$ cat config.mk
export PLATFORM = sky130hd
export DESIGN_NAME = csi_tx_packetizer
export DESIGN_NICKNAME = d
export VERILOG_FILES = /design/src/rtl/csi_tx_packetizer.sv
export SDC_FILE = /design/constraint.sdc
export NUM_CORES = 1
export LEC_CHECK = 0
export ABC_AREA = 1
export BUFFER_PORTS_ARGS = -buffer_cell sky130_fd_sc_hd__buf_2
export CAP_MARGIN = 0
export CORE_ASPECT_RATIO = 0.8
export CORE_MARGIN = 10
export CORE_UTILIZATION = 45
export DETAILED_ROUTE_END_ITERATION = 8
export PLACE_DENSITY = 0.67
export SLEW_MARGIN = 20
export SYNTH_ARGS = -nofsm -noshare
export SYNTH_HDL_FRONTEND = slang
export SYNTH_SLANG_ARGS = --single-unit
$ cat constraint.sdc
create_clock -name i_txbyteclkhs -period 2.2 [get_ports i_txbyteclkhs]
set_clock_uncertainty 0.1 [all_clocks]
set_input_delay 0.44 -clock i_txbyteclkhs [delete_from_list [all_inputs] [get_ports i_txbyteclkhs]]
set_output_delay 0.44 -clock i_txbyteclkhs [all_outputs]
set_load 0.02 [all_outputs]
$ cat src/rtl/csi_tx_packetizer.sv
// Two-lane MIPI CSI-2 transmit packetizer: turns FS/FE requests and AXI-Stream pixel lines
// into short and long packets (header+ECC, payload, CRC-16 footer) on a D-PHY PPI TX interface.
module csi_tx_packetizer #(
    parameter logic [1:0] VC = 2'd0
) (
    input  logic        i_txbyteclkhs,
    input  logic        i_txbyteclkhs_reset,
    input  logic [5:0]  i_cfg_data_type,
    input  logic [15:0] i_cfg_word_count,
    input  logic        i_fs_req,
    input  logic        i_fe_req,
    input  logic        i_s_axis_tvalid,
    output logic        o_s_axis_tready,
    input  logic [15:0] i_s_axis_tdata,
    input  logic        i_s_axis_tlast,
    output logic        o_ppi_txrequesths,
    input  logic        i_ppi_txreadyhs,
    output logic [7:0]  o_ppi_dl0_txdatahs,
    output logic [7:0]  o_ppi_dl1_txdatahs,
    output logic        o_busy,
    output logic        o_err_underflow,
    output logic        o_err_length
);

    typedef enum logic [2:0] {IDLE, SP0, SP1, LP0, LP1, PAYLOAD, FOOTER, GAP} state_t;

    state_t      r_state;
    state_t      w_next;
    logic        r_txreq;
    logic        r_fs_pend;
    logic        r_fe_pend;
    logic        r_pad;
    logic        r_discard;
    logic        r_err_underflow;
    logic        r_err_length;
    logic [7:0]  r_di;
    logic [7:0]  r_ecc;
    logic [15:0] r_wc;
    logic [15:0] r_crc;
    logic [14:0] r_beats;

    logic        w_start_fs;
    logic        w_start_fe;
    logic        w_start_lp;
    logic        w_beat;
    logic        w_last_beat;
    logic        w_tready;
    logic [7:0]  w_sp_di;
    logic [15:0] w_pay;
    logic [15:0] w_lanes;

    // Hamming parity over {WC, DI}; each mask selects the data bits feeding one parity bit.
    function automatic logic [7:0] eccCalc(input logic [23:0] d);
        return {2'b00,
                ^(d & 24'hEFFC00), ^(d & 24'hDF03F0), ^(d & 24'hB8E38E),
                ^(d & 24'h749A6D), ^(d & 24'hF2555B), ^(d & 24'hF12CB7)};
    endfunction

    function automatic logic [15:0] crcByte(input logic [15:0] c, input logic [7:0] b);
        logic [15:0] x;
        x = c ^ {8'h00, b};
        for (int i = 0; i < 8; i++) begin
            x = x[0] ? ((x >> 1) ^ 16'h8408) : (x >> 1);
        end
        return x;
    endfunction

    assign w_sp_di = w_start_fs ? {VC, 6'h00} : {VC, 6'h01};

    always_comb begin
        w_next      = r_state;
        w_start_fs  = 1'b0;
        w_start_fe  = 1'b0;
        w_start_lp  = 1'b0;
        w_beat      = 1'b0;
        w_tready    = 1'b0;
        w_lanes     = 16'h0000;
        w_last_beat = (r_beats == 15'd1);
        w_pay       = (r_pad || !i_s_axis_tvalid) ? 16'h0000 : i_s_axis_tdata;
        case (r_state)
            IDLE: begin
                if (r_fs_pend) begin
                    w_start_fs = 1'b1;
                    w_next     = SP0;
                end else if (i_s_axis_tvalid) begin
                    w_start_lp = 1'b1;
                    w_next     = LP0;
                end else if (r_fe_pend) begin
                    w_start_fe = 1'b1;
                    w_next     = SP0;
                end
            end
            SP0: begin
                w_lanes = {8'h00, r_di};
                if (i_ppi_txreadyhs) w_next = SP1;
            end
            SP1: begin
                w_lanes = {r_ecc, 8'h00};
                if (i_ppi_txreadyhs) w_next = GAP;
            end
            LP0: begin
                w_lanes = {r_wc[7:0], r_di};
                if (i_ppi_txreadyhs) w_next = LP1;
            end
            LP1: begin
                w_lanes = {r_ecc, r_wc[15:8]};
                if (i_ppi_txreadyhs) w_next = (r_beats == 15'd0) ? FOOTER : PAYLOAD;
            end
            PAYLOAD: begin
                w_lanes  = w_pay;
                w_tready = i_ppi_txreadyhs && !r_pad;
                if (i_ppi_txreadyhs) begin
                    w_beat = 1'b1;
                    if (w_last_beat) w_next = FOOTER;
                end
            end
            FOOTER: begin
                w_lanes = r_crc;
                if (i_ppi_txreadyhs) w_next = GAP;
            end
            GAP: begin
                // An over-long line is drained here until its tlast is seen.
                w_tready = r_discard;
                if (!r_discard || (i_s_axis_tvalid && i_s_axis_tlast)) w_next = IDLE;
            end
            default: w_next = IDLE;
        endcase
    end

    always_ff @(posedge i_txbyteclkhs or posedge i_txbyteclkhs_reset) begin
        if (i_txbyteclkhs_reset) begin
            r_state         <= IDLE;
            r_txreq         <= 1'b0;
            r_fs_pend       <= 1'b0;
            r_fe_pend       <= 1'b0;
            r_pad           <= 1'b0;
            r_discard       <= 1'b0;
            r_err_underflow <= 1'b0;
            r_err_length    <= 1'b0;
            r_di            <= 8'h00;
            r_ecc           <= 8'h00;
            r_wc            <= 16'h0000;
            r_crc           <= 16'hFFFF;
            r_beats         <= 15'd0;
        end else begin
            r_state   <= w_next;
            r_txreq   <= (w_next != IDLE) && (w_next != GAP);
            r_fs_pend <= r_fs_pend ? !w_start_fs : i_fs_req;
            r_fe_pend <= r_fe_pend ? !w_start_fe : i_fe_req;
            if (w_start_fs || w_start_fe) begin
                r_di  <= w_sp_di;
                r_wc  <= 16'h0000;
                r_ecc <= eccCalc({16'h0000, w_sp_di});
            end else if (w_start_lp) begin
                r_di      <= {VC, i_cfg_data_type};
                r_wc      <= i_cfg_word_count;
                r_ecc     <= eccCalc({i_cfg_word_count, VC, i_cfg_data_type});
                r_beats   <= i_cfg_word_count[15:1];
                r_crc     <= 16'hFFFF;
                r_pad     <= 1'b0;
                r_discard <= 1'b0;
            end
            if (w_beat) begin
                r_crc   <= crcByte(crcByte(r_crc, w_pay[7:0]), w_pay[15:8]);
                r_beats <= r_beats - 15'd1;
                if (!r_pad) begin
                    if (!i_s_axis_tvalid) begin
                        r_err_underflow <= 1'b1;
                    end else if (i_s_axis_tlast && !w_last_beat) begin
                        r_pad        <= 1'b1;
                        r_err_length <= 1'b1;
                    end
                    if (w_last_beat && !(i_s_axis_tvalid && i_s_axis_tlast)) begin
                        r_err_length <= 1'b1;
                        r_discard    <= 1'b1;
                    end
                end
            end
            if (r_state == GAP && r_discard && i_s_axis_tvalid && i_s_axis_tlast) begin
                r_discard <= 1'b0;
            end
        end
    end

    assign o_ppi_txrequesths  = r_txreq;
    assign o_ppi_dl0_txdatahs = w_lanes[7:0];
    assign o_ppi_dl1_txdatahs = w_lanes[15:8];
    assign o_s_axis_tready    = w_tready;
    assign o_busy             = (r_state != IDLE);
    assign o_err_underflow    = r_err_underflow;
    assign o_err_length       = r_err_length;

endmodule

[Word-level counts from Yosys, hierarchy flattened]
Cells that the tools add are included.
Widths: inputs -> output; s select.
Word-level totals
  register bits after elaboration: 73
  output and inout port bits: 21
Operators by class
  add/subtract/negate cells: 1
  equality and inequality tests: 10
  muxes and demuxes: 72
  bitwise logic cells: 20
  reduce and logical (&&, ||, !) cells: 41
Operator list (number)
  $mux 16: 22
  $reduce_xor 24->1: 9
  $pmux 16 s6: 1
  $not 2->3: 16
  $reduce_xor 24->1 const A: 2
  $mux 15: 3
  $mux 8: 4
  $xor 16x8->16: 2
  $mux 3: 10
  $mux 1: 29
  $pmux 3 s7: 1
  $eq 15x1->1 const B: 1
  $logic_not 15->1: 1
  $sub 15x1->15 const B: 1
  $eq 3x3->1 const B: 4
  $logic_and 1x1->1: 8
  $reduce_bool 2->1: 4
  $logic_not 1->1: 7
  $eq 3x2->1 const B: 2
  $reduce_bool 3->1: 2
  $reduce_and 4->1: 1
  $eq 3x1->1 const B: 1
  $logic_not 3->1: 1
  $logic_or 1x1->1: 3
  other kinds (8): 9

[Longest topological paths before layout]
Gate-level depths: netlist of run 1.
  depth in word-level cells: 38
  depth in mapped cells: 16

[Worst setup path before layout of run 1]
No wires, ideal clock.
  path type: register to output
  start point: register r_state[1]
  end point: output port o_ppi_dl1_txdatahs[4]
  arrival: 1.639 ns
  data required time: 1.660 ns
  setup slack: 0.021 ns
  stages on the path, launching flop included: 8
  path through: dfrtp_1 > nor2_1 > inv_1 > nor2_1 > inv_1 > o21ai_0 > a21oi_1 > o21ai_0
On the way
  cells in the longest elaborated chain, start to end: 2
  elaborated cells on any way between the ends: 7
  those cells by class: eq/ne (6); mux (1)
RTL lines
  start: declaration: RTL line 27  | state_t r_state;
  start signal: assignment: RTL line 146  | r_state <= w_next;
  $eq 3x3->1, or another cell as far along: RTL line 80  | case (r_state)
  $pmux 16 s6 *: RTL line 80
  end: declaration: RTL line 19  | output logic [7:0] o_ppi_dl1_txdatahs,
Mark *: on every way between the ends. The rest lies on a longest branch, timed or not.

[Worst setup path after layout of run 1]
  start point: register r_state[0]
  end point: output port o_ppi_dl1_txdatahs[6]
The elaborated chain is that of the path after synthesis.

==> qor.txt, run 1 <==
Root Driver = clkbuf_16
first-pass GRT wire length = 27070 um
share of cells above drive strength 1 = 27.91%
routed wire length = 17060 um
Cell Area, Synth = 5065 um2
Critical Path RT = 1.66 ns
outcome = finished, violations left
CP top delay family = flip-flops
Async SR Flop Fraction = 100.0%
Clock Latency Late Sink = 0.34 ns
Final Wtd Congestion = 0.9870
max-slew violations = 0
Iteration-0 DRC Markers = 673
CTS Buffer Depth = 2
TritonCTS Buffers = 9
HPWL after DPL = 13030 um
initial antenna violation count = 0
clock-pin slew on the worst setup and hold paths = 0.06 ns
RSZ-0062 raised after global routing = true
DRC violations left = 0
syn nets = 758
syn avg cell area = 7.134 um2
Min Hold Slack = 0.03977 ns
die width = 138.6 um
final net count = 862
vias per inst = 5.514
Tot Pwr = 9.554 mW
Crit Path Category = flip-flop to output port
Mapped Cells = 710
CP Capture Type = output port
Routed Antenna Nets = 0
Worst EP arrival = 1.78 ns
total track usage = 20.87%
number of flops mapped to enable cells by yosys = 0
Final Critical Period = 2.325 ns
Synth cell types = 45
final core utilization = 58.30%
core footprint = 10930 um2
area grow syn2layout = 25.84%
H-tree lvl count = 3
number of port buffers = 65
crit path max fanout = 5
worst slack, placed = -0.001001 ns
commonest non-fill, non-tap cells in the layout = 189 x nand2_1, 96 x inv_1, 59 x nand3_1
vias in the first global route = 5270
Final period util = 105.7%
Max-cap violations = 0
CP Buf/Inv Count = 3
failing checks = setup timing
fmax = 430.1 MHz
yosys warns = 0
startpoint types = flip-flop
CTS tree = done
Peak VDD IR = 0.6378 mV
PwrDens = 1499 nW/um2
Final Hold Vio Count = 0
Synth Flop Type = dfrtp_1
setup violators final = 17
total die area = 15930 um2
Synth Register Bits = 69
Starting Density = 46.33%
First-pass DRT Iterations = 6
commonest non-fill, non-tap cell in the layout = nand2_1
CP Cell Sequence = nor2_4 > inv_2 > nor2_4 > buf_4 > a22oi_1 > o21ai_1 > buf_4
post-synthesis sequential area ratio = 34.49%
io pins = 66
Slowest Stage Delay on Critical Path = 0.48 ns
Antenna diodes = 0
via count = 5299
cell leakage power = 3.209 nW
fin worst setup slack = -0.1250 ns
Slew @ Worst Pin = 0.5142 ns
# rows = 34
Hold Crit Class = primary input to asynchronous set/reset pin
Final Cell Area = 6374 um2
Routed WL per cell = 17.75 um
# fillers = 1013
Die Y = 114.9 um
global route total overflow = 0
clk sink count = 69
largest net degree at the start of global routing = 38
placed inst area = 5734 um2
crit path max-delay cell type = dfrtp_2
max_slew headroom = 65.65%
==> flip-flops by register name, summed over array words and instances, names as in the netlist, 3 cells and up <==
register and flops:
r_state 3, r_ecc 6, r_di 6, r_beats 15, r_crc 16, r_wc 16
==> timing repair <==
action	in CTS	in global routing
hold buffers	0	0
setup endpoints to repair	18	40
setup buffers	9	3
cloned	1	1
pin swaps	6	8
gates resized for setup	62	24
==> synthesized netlist by cell type (all sizes together) (2+ instances only) <==
master / number / share of area (%)
o211ai: 7 / 1.0
buf: 13 / 1.5
nand3: 66 / 7.1
a22oi: 4 / 0.59
xor2: 31 / 5.7
or2: 3 / 0.37
o2111ai: 5 / 0.86
o221ai: 9 / 1.6
dfrtp: 53 / 26
o31ai: 2 / 0.30
nand2: 215 / 17
clkbuf: 2 / 0.15
o21ai: 48 / 4.8
o22ai: 10 / 1.2
inv: 114 / 8.4
nor3: 4 / 0.62
a21oi: 12 / 1.2
nand4: 9 / 1.1
nor2: 45 / 4.3
dfstp: 16 / 8.3
xnor2: 28 / 4.8
ha: 3 / 0.74
nand3b: 3 / 0.44
==> metrics by stage <==
stage / setup TNS [ns] / cells
after floorplan: 0 / 710
after global placement: -0.01505 / 933
after detailed placement: -0.001001 / 933
after CTS: -0.1775 / 957
after global routing: -2.110 / 961
final: -1.378 / 961
==> power breakdown <==
| group | internal [mW] | switching [mW] | total (mW) |
|---|---|---|---|
| Clock | 0.895 | 0.543 | 1.44 |
| Sequential | 1.95 | 0.504 | 2.45 |
| Combinational | 2.07 | 3.60 | 5.66 |
==> routing by layer <==
metal	global-route usage [%]	part of all wire [%]
met5	0	0
met4	5.621	1.4
met2	31.92	43
met1	28.28	45
met3	6.098	10
==> layout make-up <==
cell class	count	area [um2]	area share, %
clock inverters	2	35.03	0.5497
well taps	144	180.2	2.827
repair buffers	107	743.2	11.66
flip-flops and latches	69	1752	27.48
multi-input cells	511	2959	46.43
clock buffers	12	246.5	3.867
repair inverters	1	5.005	0.07852
inverters	115	452.9	7.106
==> logic make-up (layout without fill, tap and decap cells) <==
logic type	count (synthesis)	in the layout	share of synthesized area [%]
AOI/OAI and AO/OA	103	103	12.57
xor gates and xnor gates	59	59	10.57
adders and majority gates	3	3	0.7412
buffers and inverters	130	237	10.15
DFF	69	69	34.49
and+or+nand+nor	346	346	31.47
==> final timing paths <==
kind | from | end | slack [ns] | depth (start not counted)
max in group asynchronous | i_txbyteclkhs_reset | r_crc[10] | 1.31 | 3
min reg2reg | o_err_length | o_err_length | 0.36 | 1
min in group i_txbyteclkhs | i_fe_req | r_fe_pend | 0.25 | 3
max | r_state[0] | o_ppi_dl1_txdatahs[6] | -0.12 | 7
max reg2reg | r_pad | r_crc[7] | 0.13 | 14
min | i_txbyteclkhs_reset | r_beats[14] | 0.04 | 2
Power figures use the tool's default switching activity.
==> run 2, diff against run 1 <==
Settings changed: CORE_ASPECT_RATIO 0.8 to 1.4, RECOVER_POWER set to 100.
==> run 2 against run 1 <==
Effect of this change:
- largest cell class unchanged
- the flow still finishes with violations (setup timing)
- combinational power grew 3%
- die area grew 0.21%
- sequential cell count is the same
- non-clock buffer count grew 9
- via count shrank 1.4%
==> qor.txt, run 2 (synthesized netlist as in run 1, its figures left out) <==
share of cells above drive strength 1 = 29.18% (+1.3 points)
CP top delay family = buffers and inverters
hold buffers post-CTS = 0 (unchanged)
Final period util = 104.5% (-1.2 points)
number of port buffers = 65 (unchanged)
clk sink count = 69 (unchanged)
Iteration-0 DRC Markers = 240 (-64%)
First-pass DRT Iterations = 5 (-1)
RSZ-0062 raised after global routing = true
Final Wtd Congestion = 0.9569 (-3.0%)
Routed Antenna Nets = 0 (unchanged)
Min Hold Slack = 0.1996 ns (+0.1598 ns)
crit path max fanout = 6 (+1)
HPWL after DPL = 13130 um (+0.76%)
cell leakage power = 3.258 nW (+1.5%)
Die Y = 145.5 um (+27%)
busiest grt layer = met2
CTS tree = done
Critical Path RT = 1.66 ns (about the same)
io pins = 66 (unchanged)
Crit Path Category = flip-flop to output port
PwrDens = 1511 nW/um2 (+0.80%)
Slew @ Worst Pin = 1.077 ns (+0.5627 ns)
total track usage = 20.94% (+0.070 points)
TritonCTS Buffers = 9 (unchanged)
Starting Density = 46.37% (about the same)
Final Hold Vio Count = 0 (unchanged)
clock-pin slew on the worst setup and hold paths = 0.06 ns (about the same)
max_slew headroom = 27.82% (-38 points)
failing checks = setup timing
Peak VDD IR = 0.5027 mV (-21%)
via count = 5226 (-1.4%)
vias in the first global route = 5182 (-1.7%)
multi-input logic area = 3017 um2 (+1.9%)
DRC violations left = 0 (unchanged)
Routed WL per cell = 17.68 um (-0.35%)
Clock Latency Late Sink = 0.34 ns (about the same)
total die area = 15960 um2 (+0.21%)
# fillers = 1022 (+0.89%)
final net count = 870 (+0.93%)
top flop regs = r_crc (16), r_wc (16), r_beats (15)
largest net degree at the start of global routing = 36 (-5.3%)
vias per inst = 5.399 (-2.1%)
R2R Path Start = r_pad
outcome = finished, violations left
Worst EP arrival = 1.76 ns (-0.02 ns)
# rows = 45 (+32%)
register area = 1752 um2 (unchanged)
CP Cell Sequence = inv_2 > nor2_4 > inv_2 > o21ai_2 > buf_6 > a221o_1 > buf_6
die width = 109.7 um (-21%)
max-slew violations = 0 (unchanged)
met2 Resource Use GR = 36.41% (+4.5 points)
initial antenna violation count = 1 (+1)
routed wire length = 17120 um (+0.38%)
area grow syn2layout = 28.80%
crit path max-delay cell type = dfrtp_2
Hold Crit Class = primary input to asynchronous set/reset pin
first-pass GRT wire length = 26450 um (-2.3%)
fmax = 435.0 MHz (+1.1%)
commonest non-fill, non-tap cells in the layout = 188 x nand2_1, 94 x inv_1, 60 x nand3_1
FF-to-FF setup slack = 0.08 ns (-0.05 ns)
grt met3 use = 3.187% (-2.9 points)
met1 Use GR = 23.38% (-4.9 points)
worst slack, placed = -0.04070 ns (-0.03970 ns)
RR Endpoint = r_crc[1]
fin worst setup slack = -0.09884 ns (+0.02614 ns)
CTS Buffer Depth = 2 (unchanged)
Setup crit start = r_state[1]
Max-cap violations = 0 (unchanged)
H-tree lvl count = 3 (unchanged)
startpoint types = flip-flop
Root Driver = clkbuf_16
core footprint = 10920 um2 (about the same)
global route total overflow = 0 (unchanged)
Final Critical Period = 2.299 ns (-0.02614 ns)
setup violators final = 16 (-1)
worst-case reg-to-reg path depth = 11 (-3)
Slowest Stage Delay on Critical Path = 0.44 ns (-0.04 ns)
CP Buf/Inv Count = 4 (+1)
commonest non-fill, non-tap cell in the layout = nand2_1
CP Capture Type = output port
==> run 2: changes by cell type in the layout (fill, tap and decap cells not counted), sizes merged <==
cell | previous run | this run
buf | 107 | 111
clkbuf | 12 | 14
clkinvlp | 1 | 3
bufinv | 1 | 2
diode | 0 | 1
==> run 2: worst register-to-register path, stage by stage, from the launching register on <==
cell and delay, ns:
dfrtp_2 0.45, nor2_4 0.18, buf_4 0.16, nand2_4 0.07, xor2_1 0.26, nand2_1 0.16, nand2_2 0.19, xor2_1 0.23
nand3_1 0.10, nand3_1 0.08, nand2_1 0.05, inv_1 0.04
==> run 2: worst max path at each step <==
stage	depth (start not counted)	slack, ns	endpoint
after floorplan	7	0.02	o_ppi_dl1_txdatahs[4]
after global placement	15	-0.02	r_crc[7]
after detailed placement	13	-0.04	r_crc[7]
after CTS	9	-0.08	o_ppi_dl1_txdatahs[3]
after global routing	7	-0.15	o_ppi_dl1_txdatahs[0]
final	7	-0.1	o_ppi_dl1_txdatahs[0]
==> run 2: routing by layer <==
metal	wire, um	vias to the layer above	part of all wire [%]
li1	-	2511	-
met1	6591	2470	39
met2	8717	189	51
met3	868	56	5.1
met4	942	0	5.5
met5	0	-	0
==> run 2: cell type report <==
class | instances | area share [%]
Inverter | 115 | 6.828
Clock buffer | 9 | 3.452
Tap cell | 141 | 2.704
Multi-Input combinational cell | 511 | 46.24
Antenna cell | 1 | 0.03836
Timing Repair Buffer | 116 | 12.52
Sequential cell | 69 | 26.85
Clock inverter | 6 | 1.362
==> run 2: what timing repair did <==
action                                  CTS  global route
endpoints found under the setup margin   17            24
setup buffers                            11             9
resized for setup                        50            54
pin swaps                                 8             9
gates cloned                              0             0
==> run 2: report_power, final <==
part	internal, mW	switching [mW]
combinational	2.21	3.62
clock	0.986	0.587
sequential	1.95	0.511
==> run 2: metrics by stage <==
stage	instance area [um2]	std cells	setup TNS, ns	util, %	power, mW
2_1_floorplan	5069	710	0	-	5.848
3_3_place_gp	5748	934	-0.01758	52.62	7.301
3_5_place_dp	5748	934	-0.04132	52.62	7.445
4_1_cts	6265	959	-0.3365	57.35	9.363
5_1_grt	6524	968	-1.729	59.73	10.57
6_report	6524	968	-0.7267	59.73	9.857
